<file path="config.mk">
export PLATFORM = sky130hd
export DESIGN_NAME = dca_matrix_load_sequencer
export DESIGN_NICKNAME = d
export VERILOG_FILES = /design/src/rtl/dca_matrix_load_sequencer_pkg.sv /design/src/rtl/dca_matrix_load_sequencer_credit_counter.sv /design/src/rtl/dca_matrix_load_sequencer.sv
export SDC_FILE = /design/constraint.sdc
export NUM_CORES = 1
export LEC_CHECK = 0
export BUFFER_PORTS_ARGS = -buffer_cell sky130_fd_sc_hd__buf_2
export CORE_UTILIZATION = 37
export DETAILED_ROUTE_END_ITERATION = 6
export PLACE_DENSITY = 0.67
export SLEW_MARGIN = 0
export SYNTH_ARGS = -nofsm -noshare
export SYNTH_HDL_FRONTEND = slang
export SYNTH_SLANG_ARGS = --single-unit
export TNS_END_PERCENT = 30
</file>
<file path="constraint.sdc">
create_clock -name clk -period 3.5 [get_ports clk]
set_input_delay 0.35 -clock clk [delete_from_list [all_inputs] [get_ports clk]]
set_output_delay 0.35 -clock clk [all_outputs]
set_load 0.05 [all_outputs]
</file>
<file path="src/rtl/dca_matrix_load_sequencer_pkg.sv">
// -----------------------------------------------------------------------------
// dca_matrix_load_sequencer_pkg
// Shared definitions for the DCA matrix-row load sequencer:
//   seq_state_t     : sequencer FSM states (also exported on state_dbg)
//   AXI_BURST_INCR  : AXI AR burst type used for every row
//   calc_arsize     : log2 of the AXI data-bus width in bytes
// -----------------------------------------------------------------------------
package dca_matrix_load_sequencer_pkg;

    typedef enum logic [1:0] {
        ST_IDLE  = 2'd0,
        ST_ISSUE = 2'd1,
        ST_DRAIN = 2'd2,
        ST_DONE  = 2'd3
    } seq_state_t;

    localparam logic [1:0] AXI_BURST_INCR = 2'b01;

    // Byte-count exponent of the data bus; e.g. 32-bit bus -> 3'd2.
    function automatic logic [2:0] calc_arsize(input int bw_data);
        int         bytes;
        logic [2:0] size;
        bytes = bw_data / 8;
        size  = 3'd0;
        for (int i = 0; i < 8; i++) begin
            if ((1 << i) == bytes) size = 3'(i);
        end
        return size;
    endfunction

endpackage

</file>
<file path="src/rtl/dca_matrix_load_sequencer_credit_counter.sv">
// -----------------------------------------------------------------------------
// dca_matrix_load_sequencer_credit_counter
// Counts rows issued on AR but not yet released by the row collector.
// Ports:
//   clk, rstnn  : clock, async active-low reset
//   clear       : synchronous zero
//   inc         : one row issued
//   dec         : one row released
//   count       : rows in flight
//   not_full    : count < MAX_COUNT, another row may be launched
//   underflow   : release requested while nothing in flight (ignored)
// -----------------------------------------------------------------------------
module dca_matrix_load_sequencer_credit_counter
    import dca_matrix_load_sequencer_pkg::*;
#(
    parameter int MAX_COUNT = 4,
    parameter int BW_COUNT  = 3
) (
    input  logic                clk,
    input  logic                rstnn,
    input  logic                clear,
    input  logic                inc,
    input  logic                dec,
    output logic [BW_COUNT-1:0] count,
    output logic                not_full,
    output logic                underflow
);

    always_comb begin
        underflow = dec & ~inc & (count == '0);
        not_full  = (count < BW_COUNT'(MAX_COUNT));
    end

    // Simultaneous inc and dec cancel; a dec at zero saturates.
    always_ff @(posedge clk or negedge rstnn) begin
        if (!rstnn) begin
            count <= '0;
        end else if (clear) begin
            count <= '0;
        end else if (inc & ~dec) begin
            count <= count + 1'b1;
        end else if (dec & ~inc & (count != '0)) begin
            count <= count - 1'b1;
        end
    end

endmodule

</file>
<file path="src/rtl/dca_matrix_load_sequencer.sv">
// -----------------------------------------------------------------------------
// dca_matrix_load_sequencer
// Turns one matrix-load command (base, stride, rows, beats) into one AXI AR
// burst per row, pushing the matching txn info to the row collector in the
// same cycle as each AR handshake. Rows in flight are capped by a credit
// counter that the collector returns through row_done.
// Ports:
//   clk, rstnn, clear, enable           : clock, async reset, sync abort, run enable
//   cmd_valid/cmd_ready, cmd_*          : command handshake and fields
//   araddr/arlen/arsize/arburst         : AXI AR payload
//   arvalid/arready                     : AXI AR handshake
//   txn_full                            : collector txn FIFO cannot take a push
//   txn_push, txn_alen/row_idx/last_row : txn info, valid when txn_push
//   row_done                            : collector released one row buffer
//   busy, done, err                     : status (done is a 1-cycle pulse, err sticky)
//   state_dbg                           : current FSM state
//
// Handshakes: a transfer happens on a cycle where valid && ready are both
// high at the rising edge. cmd_ready does not depend on cmd_valid. arvalid
// never depends on arready, and once raised it holds (with araddr/arlen
// stable) until arready, whatever enable, txn_full or clear do meanwhile.
// txn_push has no ready; the launch is withheld while txn_full is high.
// -----------------------------------------------------------------------------
module dca_matrix_load_sequencer
    import dca_matrix_load_sequencer_pkg::*;
#(
    parameter int BW_ADDR          = 32,
    parameter int BW_AXI_DATA      = 32,
    parameter int MAX_NUM_AXI_DATA = 4,
    parameter int MAX_OUTSTANDING  = 4,
    parameter int BW_NUM_ROW       = 8
) (
    input  logic                  clk,
    input  logic                  rstnn,
    input  logic                  clear,
    input  logic                  enable,
    input  logic                  cmd_valid,
    output logic                  cmd_ready,
    input  logic [BW_ADDR-1:0]    cmd_base_addr,
    input  logic [BW_ADDR-1:0]    cmd_stride,
    input  logic [BW_NUM_ROW-1:0] cmd_num_row,
    input  logic [7:0]            cmd_alen,
    output logic [BW_ADDR-1:0]    araddr,
    output logic [7:0]            arlen,
    output logic [2:0]            arsize,
    output logic [1:0]            arburst,
    output logic                  arvalid,
    input  logic                  arready,
    input  logic                  txn_full,
    output logic                  txn_push,
    output logic [7:0]            txn_alen,
    output logic [BW_NUM_ROW-1:0] txn_row_idx,
    output logic                  txn_last_row,
    input  logic                  row_done,
    output logic                  busy,
    output logic                  done,
    output logic                  err,
    output logic [1:0]            state_dbg
);

    localparam int         BW_CREDIT = $clog2(MAX_OUTSTANDING + 1);
    localparam logic [7:0] ALEN_MAX  = 8'(MAX_NUM_AXI_DATA - 1);

    seq_state_t            state_q, state_d;
    logic                  ar_hold_q;      // AR offered last cycle and not yet taken
    logic                  clear_pend_q;   // clear seen while an AR was stuck
    logic [BW_ADDR-1:0]    addr_q, stride_q;
    logic [7:0]            alen_q;
    logic [BW_NUM_ROW-1:0] row_idx_q, last_idx_q;
    logic                  err_q, done_q;

    logic [BW_CREDIT-1:0]  credit_cnt;
    logic                  credit_not_full, credit_underflow;

    logic ar_stuck, clr_now, cmd_fire, launch, ar_fire, last_fire, alen_clamp;

    always_comb begin
        ar_stuck   = ar_hold_q & ~arready;
        // A clear cannot retract an offered AR, so it takes effect on the
        // handshake cycle of that AR (the row is still pushed).
        clr_now    = (clear | clear_pend_q) & ~ar_stuck;
        cmd_ready  = (state_q == ST_IDLE) & ~clear;
        cmd_fire   = cmd_valid & cmd_ready;
        launch     = (state_q == ST_ISSUE) & enable & ~txn_full & credit_not_full
                   & ~ar_hold_q & ~clear & ~clear_pend_q;
        arvalid    = ar_hold_q | launch;
        ar_fire    = arvalid & arready;
        last_fire  = ar_fire & (row_idx_q == last_idx_q);
        alen_clamp = (cmd_alen > ALEN_MAX);
    end

    always_comb begin
        state_d = state_q;
        if (clr_now) begin
            state_d = ST_IDLE;
        end else begin
            case (state_q)
                ST_IDLE:  if (cmd_fire) state_d = (cmd_num_row == '0) ? ST_DONE : ST_ISSUE;
                ST_ISSUE: if (last_fire) state_d = ST_DRAIN;
                ST_DRAIN: if (enable && (credit_cnt == '0)) state_d = ST_DONE;
                ST_DONE:  state_d = ST_IDLE;
                default:  state_d = ST_IDLE;
            endcase
        end
    end

    always_ff @(posedge clk or negedge rstnn) begin
        if (!rstnn) begin
            state_q      <= ST_IDLE;
            ar_hold_q    <= 1'b0;
            clear_pend_q <= 1'b0;
            addr_q       <= '0;
            stride_q     <= '0;
            alen_q       <= '0;
            row_idx_q    <= '0;
            last_idx_q   <= '0;
            err_q        <= 1'b0;
            done_q       <= 1'b0;
        end else begin
            state_q <= state_d;
            // done is registered so the pulse lands on the first IDLE cycle.
            done_q  <= (state_q == ST_DONE) & ~clr_now;
            if (clr_now) begin
                ar_hold_q    <= 1'b0;
                clear_pend_q <= 1'b0;
                addr_q       <= '0;
                stride_q     <= '0;
                alen_q       <= '0;
                row_idx_q    <= '0;
                last_idx_q   <= '0;
                err_q        <= 1'b0;
            end else begin
                ar_hold_q    <= arvalid & ~arready;
                clear_pend_q <= clear_pend_q | (clear & ar_stuck);
                if (cmd_fire) begin
                    addr_q     <= cmd_base_addr;
                    stride_q   <= cmd_stride;
                    alen_q     <= alen_clamp ? ALEN_MAX : cmd_alen;
                    row_idx_q  <= '0;
                    last_idx_q <= cmd_num_row - 1'b1;
                end else if (ar_fire) begin
                    addr_q    <= addr_q + stride_q;
                    row_idx_q <= row_idx_q + 1'b1;
                end
                if ((cmd_fire & alen_clamp) | credit_underflow) err_q <= 1'b1;
            end
        end
    end

    dca_matrix_load_sequencer_credit_counter #(
        .MAX_COUNT (MAX_OUTSTANDING),
        .BW_COUNT  (BW_CREDIT)
    ) u_credit (
        .clk       (clk),
        .rstnn     (rstnn),
        .clear     (clr_now),
        .inc       (ar_fire),
        .dec       (row_done),
        .count     (credit_cnt),
        .not_full  (credit_not_full),
        .underflow (credit_underflow)
    );

    always_comb begin
        araddr       = addr_q;
        arlen        = alen_q;
        arsize       = calc_arsize(BW_AXI_DATA);
        arburst      = AXI_BURST_INCR;
        txn_push     = ar_fire;
        txn_alen     = alen_q;
        txn_row_idx  = row_idx_q;
        txn_last_row = (row_idx_q == last_idx_q);
        busy         = (state_q != ST_IDLE);
        done         = done_q;
        err          = err_q;
        state_dbg    = state_q;
    end

endmodule
</file>
* After elaboration in Yosys (flattened, before gate mapping)
Cells that the tools add are included.
** Storage, ports and cells
- Register bits :: 97
- Bits in latches :: 0
- Memory bits (writable) :: 0
- Memory bits (read-only) :: 0
- Bits of input ports :: 88
- Output and inout bits :: 70
- Logic and storage cells :: 95
- Memories kept :: 0
** Cells by class
- Add/subtract/negate cells :: 5
- $mul :: 0
- Div/mod/pow operators :: 0
- $lt $le $gt $ge :: 2
- Eq/ne operators :: 7
- Shifts and indexed selects :: 0
- Multiplexer cells :: 26
- Bitwise logic cells :: 33
- Reduce and logical (&&, ||, !) cells :: 11
** Operators by type and width (number)
- 2-to-1 mux 32 bit :: 5
- 2-to-1 mux 8 bit :: 8
- adder 32 bit :: 1
- bitwise AND 1 bit :: 20
- 2-to-1 mux 2 bit :: 5
- 2-to-1 mux 3 bit :: 3
- != test 3 bit (second input constant) :: 3
- inverter 1 bit :: 9
- nonzero test 3 bit :: 3
- adder 8 x 1 -> 8 bit (second input constant) :: 1
- == test 8 bit :: 1
- greater-than comparator 8 x 2 -> 1 bit (second input constant) :: 1
- zero test 8 bit :: 1
- one-hot mux 2 bit (4 select lines) :: 1
- subtractor 8 x 1 -> 8 bit (second input constant) :: 1
- nonzero test 2 bit :: 3
- == test 2 bit (second input constant) :: 2
- 2-to-1 mux 1 bit :: 4
- bitwise OR 1 bit :: 4
- adder 3 x 1 -> 3 bit (second input constant) :: 1
- zero test 3 bit :: 1
- < comparator 3 bit (second input constant) :: 1
- AND reduction 3 bit :: 1
- subtractor 3 x 1 -> 3 bit (second input constant) :: 1
- other kinds (3) :: 3

* Depth between registers and ports, before layout
Gate-level depths: netlist of run 1.
- Word-level depth :: 15
- Depth in mapped cells :: 12
- Mapped depth without buffers :: 12

* By module
From an unflattened synthesis of run 1, not the netlist that was laid out.
** Unflattened totals
- Cell total of the unflattened synthesis :: 648
- Area total of the unflattened synthesis :: 6012.0 µm²
** By module, submodules not included
- dca_matrix_load_sequencer :: times used 1, cells an instance 625, area an instance 5779.3 µm², sequential area each 2352.3 µm²
- dca_matrix_load_sequencer_credit_counter :: times used 1, cells an instance 23, area an instance 232.7 µm², sequential area each 75.1 µm²

* Least setup slack after synthesis of run 1
OpenSTA, ideal clock, no wires.
- Kind :: register -> register
- Start :: register state_q[0], in the netlist state_dbg[0]
- End :: register row_idx_q[6], in the netlist txn_row_idx[6]
- Library setup time :: 72 ps
- Data arrival time :: 3163 ps
- Required time :: 3428 ps
- Path slack :: 265 ps
- Stages on the path, launching flop included :: 13
- Buffers on the path :: 2
- Clock period less this slack :: 3235 ps
- Path through :: dfrtp_1 -> inv_1 -> ha_1 -> inv_1 -> nor2_1 -> and2_1 -> clkbuf_1 -> nor2_1 -> clkbuf_1 -> nand2_1 -> nand4_1 -> xor2_1 -> nor2_1
** Between the ends
- Elaborated cells between the ends (all ways) :: 15
- Those cells by class :: 1 x eq/ne; 2 x mux; 10 x bitwise; 2 x reduce/logical
** RTL lines
- start: declaration :: line dca_matrix_load_sequencer.sv:64 : seq_state_t state_q, state_d;
- start signal: assignment :: line dca_matrix_load_sequencer.sv:120 : state_q <= state_d;
- zero test 2 bit * :: line dca_matrix_load_sequencer.sv:82 : cmd_ready = (state_q == ST_IDLE) & ~clear;
- bitwise AND 1 bit * :: line dca_matrix_load_sequencer.sv:82
- net cmd_ready :: line dca_matrix_load_sequencer.sv:38 : output logic cmd_ready,
- bitwise AND 1 bit * :: line dca_matrix_load_sequencer.sv:83 : cmd_fire = cmd_valid & cmd_ready;
- 2-to-1 mux 8 bit :: line dca_matrix_load_sequencer.sv:135 : if (cmd_fire) begin
- 2-to-1 mux 8 bit :: line dca_matrix_load_sequencer.sv:123 : if (clr_now) begin
- end signal: assignment :: line dca_matrix_load_sequencer.sv:143 : row_idx_q <= row_idx_q + 1'b1;
- end: declaration :: line dca_matrix_load_sequencer.sv:69 : logic [BW_NUM_ROW-1:0] row_idx_q, last_idx_q;
Mark *: on every way through the listed nets, which the timed path passes. The rest lies on a longest branch.
A chain may end at the register's enable or synchronous reset.

* Final worst setup path of run 1
- Start :: register addr_q[0], in the netlist araddr[0]
- End :: register addr_q[30], in the netlist araddr[30]
** Between the ends
- Longest elaborated chain between the ends :: 4
** Ends and longest elaborated chain
- start: declaration :: line dca_matrix_load_sequencer.sv:67 : logic [BW_ADDR-1:0] addr_q, stride_q;
- start signal: assignment :: line dca_matrix_load_sequencer.sv:136 : addr_q <= cmd_base_addr;
- start signal: assignment :: line dca_matrix_load_sequencer.sv:142 : addr_q <= addr_q + stride_q;
- adder 32 bit :: line dca_matrix_load_sequencer.sv:142
- 2-to-1 mux 32 bit :: line dca_matrix_load_sequencer.sv:141 : end else if (ar_fire) begin
- 2-to-1 mux 32 bit :: line dca_matrix_load_sequencer.sv:135
- 2-to-1 mux 32 bit :: line dca_matrix_load_sequencer.sv:123
No other way between the ends. The select of a mux whose other input is x is not followed.

==> qor.txt, run 1 <==
dpl cell area: 7050 sq um
mapped cell area: 6110 sq um
Critical Path AT: 3.19 ns
dpl hpwl: 12.5 mm
pre-CTS WS: 0.552 ns
Clock power frac: 0.274
P_sw: 1.77 mW
most used standard cell by instance count after synthesis: nand2_1
cell area after layout: 7400 sq um
drt pass-1 iters: 5
CTS sink cnt: 97
Sw Ratio: 0.414
Final Hold Violating Endpoints: 0
fin cells: 1051
vias in the first global route: 5371
nets: 958
worst hold path type: input port to async pin
setup slack after layout: 0.534 ns
sequential share of power: 0.333
crit path capture type: flop
total global-route track usage: 0.214
count of standard-cell rows: 46
worst hold slack: 0.0583 ns
CTS tree: done
cts hold-fix bufs: 0
Final Cycle Share: 0.847
DRC viols: 0
first-pass GRT wire length: 27.8 mm
area leader, netlist: dfrtp_1
Filler cells: 1602
Die Area: 17000 sq um
Area Growth Syn to Fin: 21.0%
outcome: finished clean
Max Cap Viol: 0
synthesis warning total: 0
Comb pwr share: 0.393
Tot Pwr: 4.28 mW
Slew headroom: 0.457
synth cell count leaders: 113 x nand2_1, 97 x dfrtp_1, 78 x a21oi_1
EDFF count, synth: 0
leak pwr: 3.69 nW
Routed WL: 17.2 mm
Crit Path Category: flop to flop
CP max FO: 4
vias per cell: 5.22
total number of vias: 5488
r2r setup slk: 0.53 ns
Max Fclk: 0.337 GHz
worst vdd ir: 0.549 mV
Setup crit start kind: flop
remaining antenna violation count after routing: 0
post-synthesis sequential element count: 97
clock skew: 0.00907 ns
H-tree lvl count: 3
required time of the critical path: 3.73 ns
total congestion overflow: 0
largest net degree at the start of global routing: 57
WL per Instance: 16.4 um
share of cells above drive strength 1: 0.235
overall die width: 131 um
Reg-to-Reg Start: araddr[0]$_DFFE_PN0P_
DRT iter0 DRCs: 336
asr flop ratio synth: 1.00
Pwr Density: 578 nW/um^2
R2R cell count: 12
Internal: 2.51 mW
initial antenna violation count: 0
Placer Congestion: 0.877
Worst-Margin Slew: 0.810 ns
Setup Fix Bufs, Post-CTS: 0
DP Cell Count: 1035
Synth top area share: 0.397
Skew-Pair Late Insertion Delay: 0.36 ns
ys flop type: dfrtp_1
DIE HEIGHT: 131 um
synth top area cells: dfrtp_1 40%, ha_1 7.8%, nand2_1 6.9%
post-synthesis cell count: 700
Post-Syn Area per Cell: 8.74 sq um
final setup vio count: 0
PortBufs: 152
Worst Setup SP: araddr[0]$_DFFE_PN0P_
Clk pin slew, worst setup/hold paths: 0.07 ns
Core ar.: 16000 sq um
clock buffer count from CTS: 9
PostCTS Resize Cnt: 0
diode count: 0
I/O Pins: 158
minimum clock period: 2.97 ns
max-slew violations: 0
fin util: 0.462
RSZ-0062 raised after global routing: no
maximum clock path buffer count: 2
R2R Path End: araddr[30]$_DFFE_PN0P_
Critical Path Sink: araddr[30]$_DFFE_PN0P_
post-synth cell types: 61
sequential area share after synthesis: 0.397
Initial Util: 0.382
Setup TNS: 0 ns
Root Buffer: clkbuf_16
## logic make-up after synthesis
logic type               synth area share
other                             0.00123
AND/OR/NAND/NOR                     0.173
flip-flops                          0.397
adder cells (fa/ha/maj)            0.0843
buffers and inverters              0.0444
multiplexers                      0.00982
AO/OA/AOI/OAI                       0.220
XOR/XNOR                           0.0702
## critical path, stage by stage (launching register included)
cell	delay (ns)
dfrtp_1	0.37
ha_1	0.21
inv_1	0.07
fa_1	0.41
and2b_1	0.24
o2111ai_1	0.16
a21boi_2	0.23
a41oi_2	0.23
o21ai_1	0.28
o311ai_2	0.17
o31ai_2	0.23
xnor2_1	0.14
o211ai_1	0.09
## registers in the layout, indices dropped and copies added (netlist names)
signal          count
txn_row_idx         8
araddr             32
clear_pend_q        1
u_credit.count      3
done                1
arlen               8
last_idx_q          8
ar_hold_q           1
err                 1
state_dbg           2
stride_q           32
## cells in the final DEF, fill, tap and decap left out, types with 12 or more instances in the layout
master / instances
buf_2: 151
ha_1: 38
o21ai_0: 34
nor3_1: 12
a21oi_1: 77
dfrtp_1: 97
nor2_1: 53
nand2_1: 112
xor2_1: 19
o21ai_1: 20
xnor2_1: 30
a21o_1: 23
nand4_1: 13
## routing by layer
metal | routed length (um) | vias to the layer above | GRT usage | part of all wire
met5 | 0 | - | 0 | 0
li1 | - | 2709 | - | -
met4 | 298 | 0 | 0.0737 | 0.017
met3 | 910 | 21 | 0.0371 | 0.053
met1 | 8420 | 2597 | 0.295 | 0.49
met2 | 7620 | 161 | 0.337 | 0.44
## worst min path at each step
stage,startpoint,endpoint,depth (start not counted)
final,rstnn,stride_q[7]$_DFFE_PN0P_,1
after detailed placement,rstnn,stride_q[7]$_DFFE_PN0P_,1
after global placement,rstnn,stride_q[7]$_DFFE_PN0P_,1
after global routing,rstnn,araddr[12]$_DFFE_PN0P_,1
after floorplan,rstnn,ar_hold_q$_DFF_PN0_,0
after CTS,rstnn,arlen[5]$_DFFE_PN0P_,1
## final cells by class
class	count	area, sq um	share of cell area
clock buffers	9	225	0.0304
clock inverters	7	124	0.0167
inverters	12	45.0	0.00609
multi-input cells	547	3450	0.466
flip-flops and latches	97	2430	0.328
well taps	216	270	0.0365
repair buffers	163	858	0.116
## power groups by stage
stage               logic, mW  clock network, mW  registers, mW
floorplan               0.918                  0           1.76
global placement         1.67                  0           1.44
detailed placement       1.69                  0           1.45
CTS                      1.69               1.19           1.43
global route             1.84               1.24           1.45
finish                   1.68               1.17           1.42
Power figures use the tool's default switching activity.
==> run 2: changes to the inputs <==
clock period = 2.8 ns   (was 3.5 ns; I/O delays follow)
==> run 2 against run 1 <==
Largest cell class unchanged. Sequential power increased by 26%. Clock skew rose by 0.0024 ns. Clock power is 4% higher. Highest routed layer is now met5. Count of clock-buffer cells in the layout unchanged. Routed wire length hardly changed. Non-clock buffer count rose by 12. Core utilization is 0.77 points higher. Die area stayed put. Combinational power up 29%. Largest power group unchanged. Hold slack gained 0.038 ns.
==> qor.txt, run 2 (synthesis gave the netlist of run 1 again) <==
outcome: finished clean
Area Growth Syn to Fin: 23.0%
Tot Pwr: 5.17 mW
Routed WL: 17.2 mm
fin cells: 1064
Max Cap Viol: 0
CP max FO: 4
PortBufs: 152
Final Cycle Share: 0.978
crit-path cells: ha_4 -> inv_2 -> fa_2 -> and2b_1 -> o2111ai_2 -> a21boi_2 -> a41oi_4 -> o21ai_2 -> o311ai_4 -> o31ai_2 -> xnor2_1 -> o211ai_1
Critical Path AT: 2.96 ns
R2R Path End: araddr[30]$_DFFE_PN0P_
total congestion overflow: 0
worst hold path type: input port to flop
total number of vias: 5525
overall die width: 131 um
DP Cell Count: 1042
clock skew: 0.0115 ns
Skew-Pair Late Insertion Delay: 0.36 ns
WL per Instance: 16.2 um
first-pass GRT wire length: 27.1 mm
count of standard-cell rows: 46
Root Buffer: clkbuf_16
Worst-Margin Slew: 0.652 ns
DRT iter0 DRCs: 254
most frequent cells in the layout: 151 x buf_2, 112 x nand2_1, 93 x dfrtp_1
Clk pin slew, worst setup/hold paths: 0.07 ns
DRC viols: 0
RSZ-0062 raised after global routing: yes
Setup crit start kind: flop
H-tree lvl count: 3
largest net degree at the start of global routing: 51
vias in the first global route: 5312
total global-route track usage: 0.209
vias per cell: 5.19
share of cells above drive strength 1: 0.259
r2r setup slk: 0.06 ns
Initial Util: 0.382
leak pwr: 3.72 nW
CTS tree: done
drt pass-1 iters: 4
CP peak stage delay: 0.41 ns
Die Area: 17000 sq um
worst hold slack: 0.0968 ns
initial antenna violation count: 2
Pwr Density: 687 nW/um^2
remaining antenna violation count after routing: 0
Core ar.: 16000 sq um
dpl hpwl: 12.6 mm
minimum clock period: 2.74 ns
max-slew violations: 0
Final Hold Violating Endpoints: 0
CTS sink cnt: 97
DIE HEIGHT: 131 um
worst vdd ir: 0.349 mV
leading cell type in the layout, fill and taps excluded: buf_2
Placer Congestion: 0.858
Worst Setup SP: stride_q[0]$_DFFE_PN0P_
Crit Path Category: flop to flop
maximum clock path buffer count: 2
Max Fclk: 0.365 GHz
Min-Delay Startpoint: arready
final setup vio count: 0
R2R cell count: 12
Slew headroom: 0.565
setup slack after layout: 0.0605 ns
clock buffer count from CTS: 9
WHS Endpoint: ar_hold_q$_DFF_PN0_
I/O Pins: 158
nets: 970
crit path capture type: flop
Critical-path top delay cell: dfrtp_1
worst hold path depth: 2
required time of the critical path: 3.02 ns
Reg-to-Reg Start: stride_q[0]$_DFFE_PN0P_
fin util: 0.470
pre-CTS WS: -0.0478 ns
==> run 2: layout make-up <==
type	instances	area (sq um)
fillers	1609	8480
multi-input cells	547	3530
flip-flops and latches	97	2430
repair buffers	175	951
well taps	216	270
clock buffers	9	225
clock inverters	7	63.8
inverters	12	45.0
diodes	1	2.50
==> run 2: per-stage QoR <==
stage | instance area [sq um] | setup TNS (ns)
after floorplan | 6140 | -0.0170
after global placement | 7120 | 0
after detailed placement | 7120 | -0.0690
after CTS | 7430 | 0
after global routing | 7520 | -0.188
final | 7520 | 0
==> run 2: per-layer routing <==
| layer | GRT usage | wire (um) |
|---|---|---|
| met5 | 0 | 13 |
| met2 | 0.336 | 7710 |
| met1 | 0.282 | 8010 |
| met3 | 0.0387 | 1160 |
| met4 | 0.0778 | 349 |
==> run 2: what timing repair did <==
| item | CTS | global route |
|---|---|---|
| cloned | 0 | 0 |
| pin swaps | 0 | 11 |
| resized for setup | 2 | 11 |
| endpoints found under the hold margin | 47 | 0 |
| setup endpoints to repair | 2 | 11 |
| buffers inserted | 0 | 4 |
| hold buffers | 1 | 0 |
==> run 2: worst max-delay path by stage <==
| stage | end | slack, ns | depth (start not counted) |
|---|---|---|---|
| final | araddr[30]$_DFFE_PN0P_ | 0.06 | 12 |
| after global routing | araddr[30]$_DFFE_PN0P_ | -0.11 | 12 |
| after CTS | araddr[30]$_DFFE_PN0P_ | 0.008 | 12 |
| after detailed placement | araddr[30]$_DFFE_PN0P_ | -0.05 | 12 |
| after global placement | araddr[30]$_DFFE_PN0P_ | 0.02 | 12 |
| after floorplan | araddr[30]$_DFFE_PN0P_ | -0.02 | 12 |
==> run 2: where the power goes <==
part / total [mW] / switching [mW] / internal, mW
combinational: 2.16 / 1.48 / 0.678
clock: 1.22 / 0.601 / 0.620
sequential: 1.79 / 0.179 / 1.61
==> run 2: critical path: cells and delay by family (launching register included) <==
family	cells	cell delay, ns
and+or+nand+nor	1	0.23
xor gates and xnor gates	1	0.14
buffers and inverters	1	0.04
adders and majority gates	2	0.51
AOI/OAI and AO/OA	7	1.26
DFF	1	0.41
==> run 3: changes to the inputs <==
SETUP_SLACK_MARGIN = 0.2   (was unset)
==> run 3 against run 2 <==
Total power is 3.3% higher. Register-to-register slack improved by 0.03 ns. Clock power increased by 11%. First-iteration DRC count up 20%. Routed wire length fell by 1.2%. Core utilization is 0.89 points higher. Highest routed layer is now met4.
==> qor.txt, run 3 (synthesis gave the netlist of run 1 again) <==
required time of the critical path: 3.01 ns
H-tree lvl count: 3
crit path capture type: flop
Core ar.: 16000 sq um
largest net degree at the start of global routing: 63
Critical-path top delay cell: dfrtp_1
first-pass GRT wire length: 27.3 mm
nets: 972
CTS sink cnt: 97
Routed WL: 17.0 mm
Critical Path AT: 2.91 ns
Area Growth Syn to Fin: 25.4%
Die Area: 17000 sq um
Setup crit start kind: flop
crit-path cells: ha_4 -> inv_2 -> fa_2 -> and2b_1 -> o2111ai_2 -> a21boi_2 -> a41oi_2 -> buf_4 -> o21bai_4 -> a21oi_4 -> o21ai_2 -> xnor2_1 -> a32oi_1
CTS tree: done
cell area after layout: 7660 sq um
Crit Path Category: flop to flop
setup slack after layout: 0.0942 ns
leading cell type in the layout, fill and taps excluded: buf_2
worst hold slack: 0.104 ns
Slew headroom: 0.540
WL per Instance: 16.0 um
RSZ-0062 raised after global routing: yes
total number of vias: 5539
max-slew violations: 0
dpl cell area: 7150 sq um
Final Cycle Share: 0.966
Tot Pwr: 5.34 mW
Skew-Pair Late Insertion Delay: 0.36 ns
Worst-Margin Slew: 0.690 ns
DIE HEIGHT: 131 um
clock skew: 0.00721 ns
total global-route track usage: 0.211
vias in the first global route: 5339
leak pwr: 3.73 nW
CP peak stage delay: 0.40 ns
remaining antenna violation count after routing: 0
most frequent cells in the layout: 151 x buf_2, 111 x nand2_1, 88 x dfrtp_1
Pwr Density: 697 nW/um^2
CP max FO: 4
Initial Util: 0.382
Max Cap Viol: 0
final setup vio count: 0
clock buffer count from CTS: 9
share of cells above drive strength 1: 0.287
outcome: finished clean
DRC viols: 0
minimum clock period: 2.71 ns
maximum clock path buffer count: 2
initial antenna violation count: 2
pre-CTS WS: 0.0537 ns
vias per cell: 5.19
worst vdd ir: 0.504 mV
fin util: 0.479
I/O Pins: 158
Root Buffer: clkbuf_16
overall die width: 131 um
total congestion overflow: 0
Clk pin slew, worst setup/hold paths: 0.07 ns
count of standard-cell rows: 46
Max Fclk: 0.370 GHz
DRT iter0 DRCs: 306
drt pass-1 iters: 4
Final Hold Violating Endpoints: 0
dpl hpwl: 12.2 mm
Placer Congestion: 0.848
PortBufs: 152
worst hold path type: input port to flop
-- run 3: changes by cell type in the layout (fill, tap and decap cells not counted), sizes merged --
cell	delta
clkinv	-1
clkinvlp	+1
inv	-2
bufinv	+2
diode	+1
buf	+2
-- run 3: cell type report --
| cell class | instances | area (sq um) |
|---|---|---|
| fillers | 1582 | 8340 |
| multi-input cells | 547 | 3610 |
| flip-flops and latches | 97 | 2440 |
| repair buffers | 177 | 977 |
| well taps | 216 | 270 |
| clock buffers | 9 | 225 |
| clock inverters | 7 | 93.8 |
| inverters | 12 | 48.8 |
| diodes | 2 | 5.00 |
-- run 3: through the flow --
step	TNS (ns)	instances
finish	0	1067
CTS	0	1060
global route	-0.0645	1065
floorplan	0	703
detailed placement	0	1041
global placement	0	1041
-- run 3: report_power, final --
group	switching, mW	internal [mW]
combinational	1.49	0.705
sequential	0.183	1.61
clock	0.569	0.783
-- run 3: final timing paths --
| check | startpoint | endpoint | slack (ns) | cells after the start |
|---|---|---|---|---|
| min in group asynchronous | rstnn | araddr[20]$_DFFE_PN0P_ | 0.43 | 2 |
| max | stride_q[0]$_DFFE_PN0P_ | araddr[28]$_DFFE_PN0P_ | 0.09 | 13 |
| min | arready | ar_hold_q$_DFF_PN0_ | 0.10 | 2 |
| max reg2reg | stride_q[0]$_DFFE_PN0P_ | araddr[28]$_DFFE_PN0P_ | 0.09 | 13 |
| max in group asynchronous | rstnn | araddr[2]$_DFFE_PN0P_ | 1.64 | 3 |
| min reg2reg | arlen[3]$_DFFE_PN0P_ | arlen[3]$_DFFE_PN0P_ | 0.53 | 1 |
-- run 3: worst max-delay path, delay by kind of cell (launching register included) --
| kind | cells | cell delay [ns] |
|---|---|---|
| DFF | 1 | 0.40 |
| AOI/OAI and AO/OA | 7 | 1.09 |
| xor gates and xnor gates | 1 | 0.13 |
| and+or+nand+nor | 1 | 0.24 |
| adders and majority gates | 2 | 0.48 |
| buffers and inverters | 2 | 0.21 |
-- run 3: what timing repair did --
item                                    in CTS  in global routing
cloned                                       0                  0
pin swaps                                    4                 14
buffers inserted                             2                  5
hold buffers                                 1                  0
endpoints found under the hold margin       35                  0
resized for setup                            7                 17
endpoints found under the setup margin      10                 22
-- run 3: per-layer routing --
layer | up-vias | GRT usage | share of wire | wire length, um
met1 | 2618 | 0.283 | 0.47 | 8050
met4 | 0 | 0.0751 | 0.014 | 247
li1 | 2749 | - | - | -
met2 | 158 | 0.337 | 0.45 | 7690
met5 | - | 0 | 0 | 0
met3 | 14 | 0.0432 | 0.062 | 1050
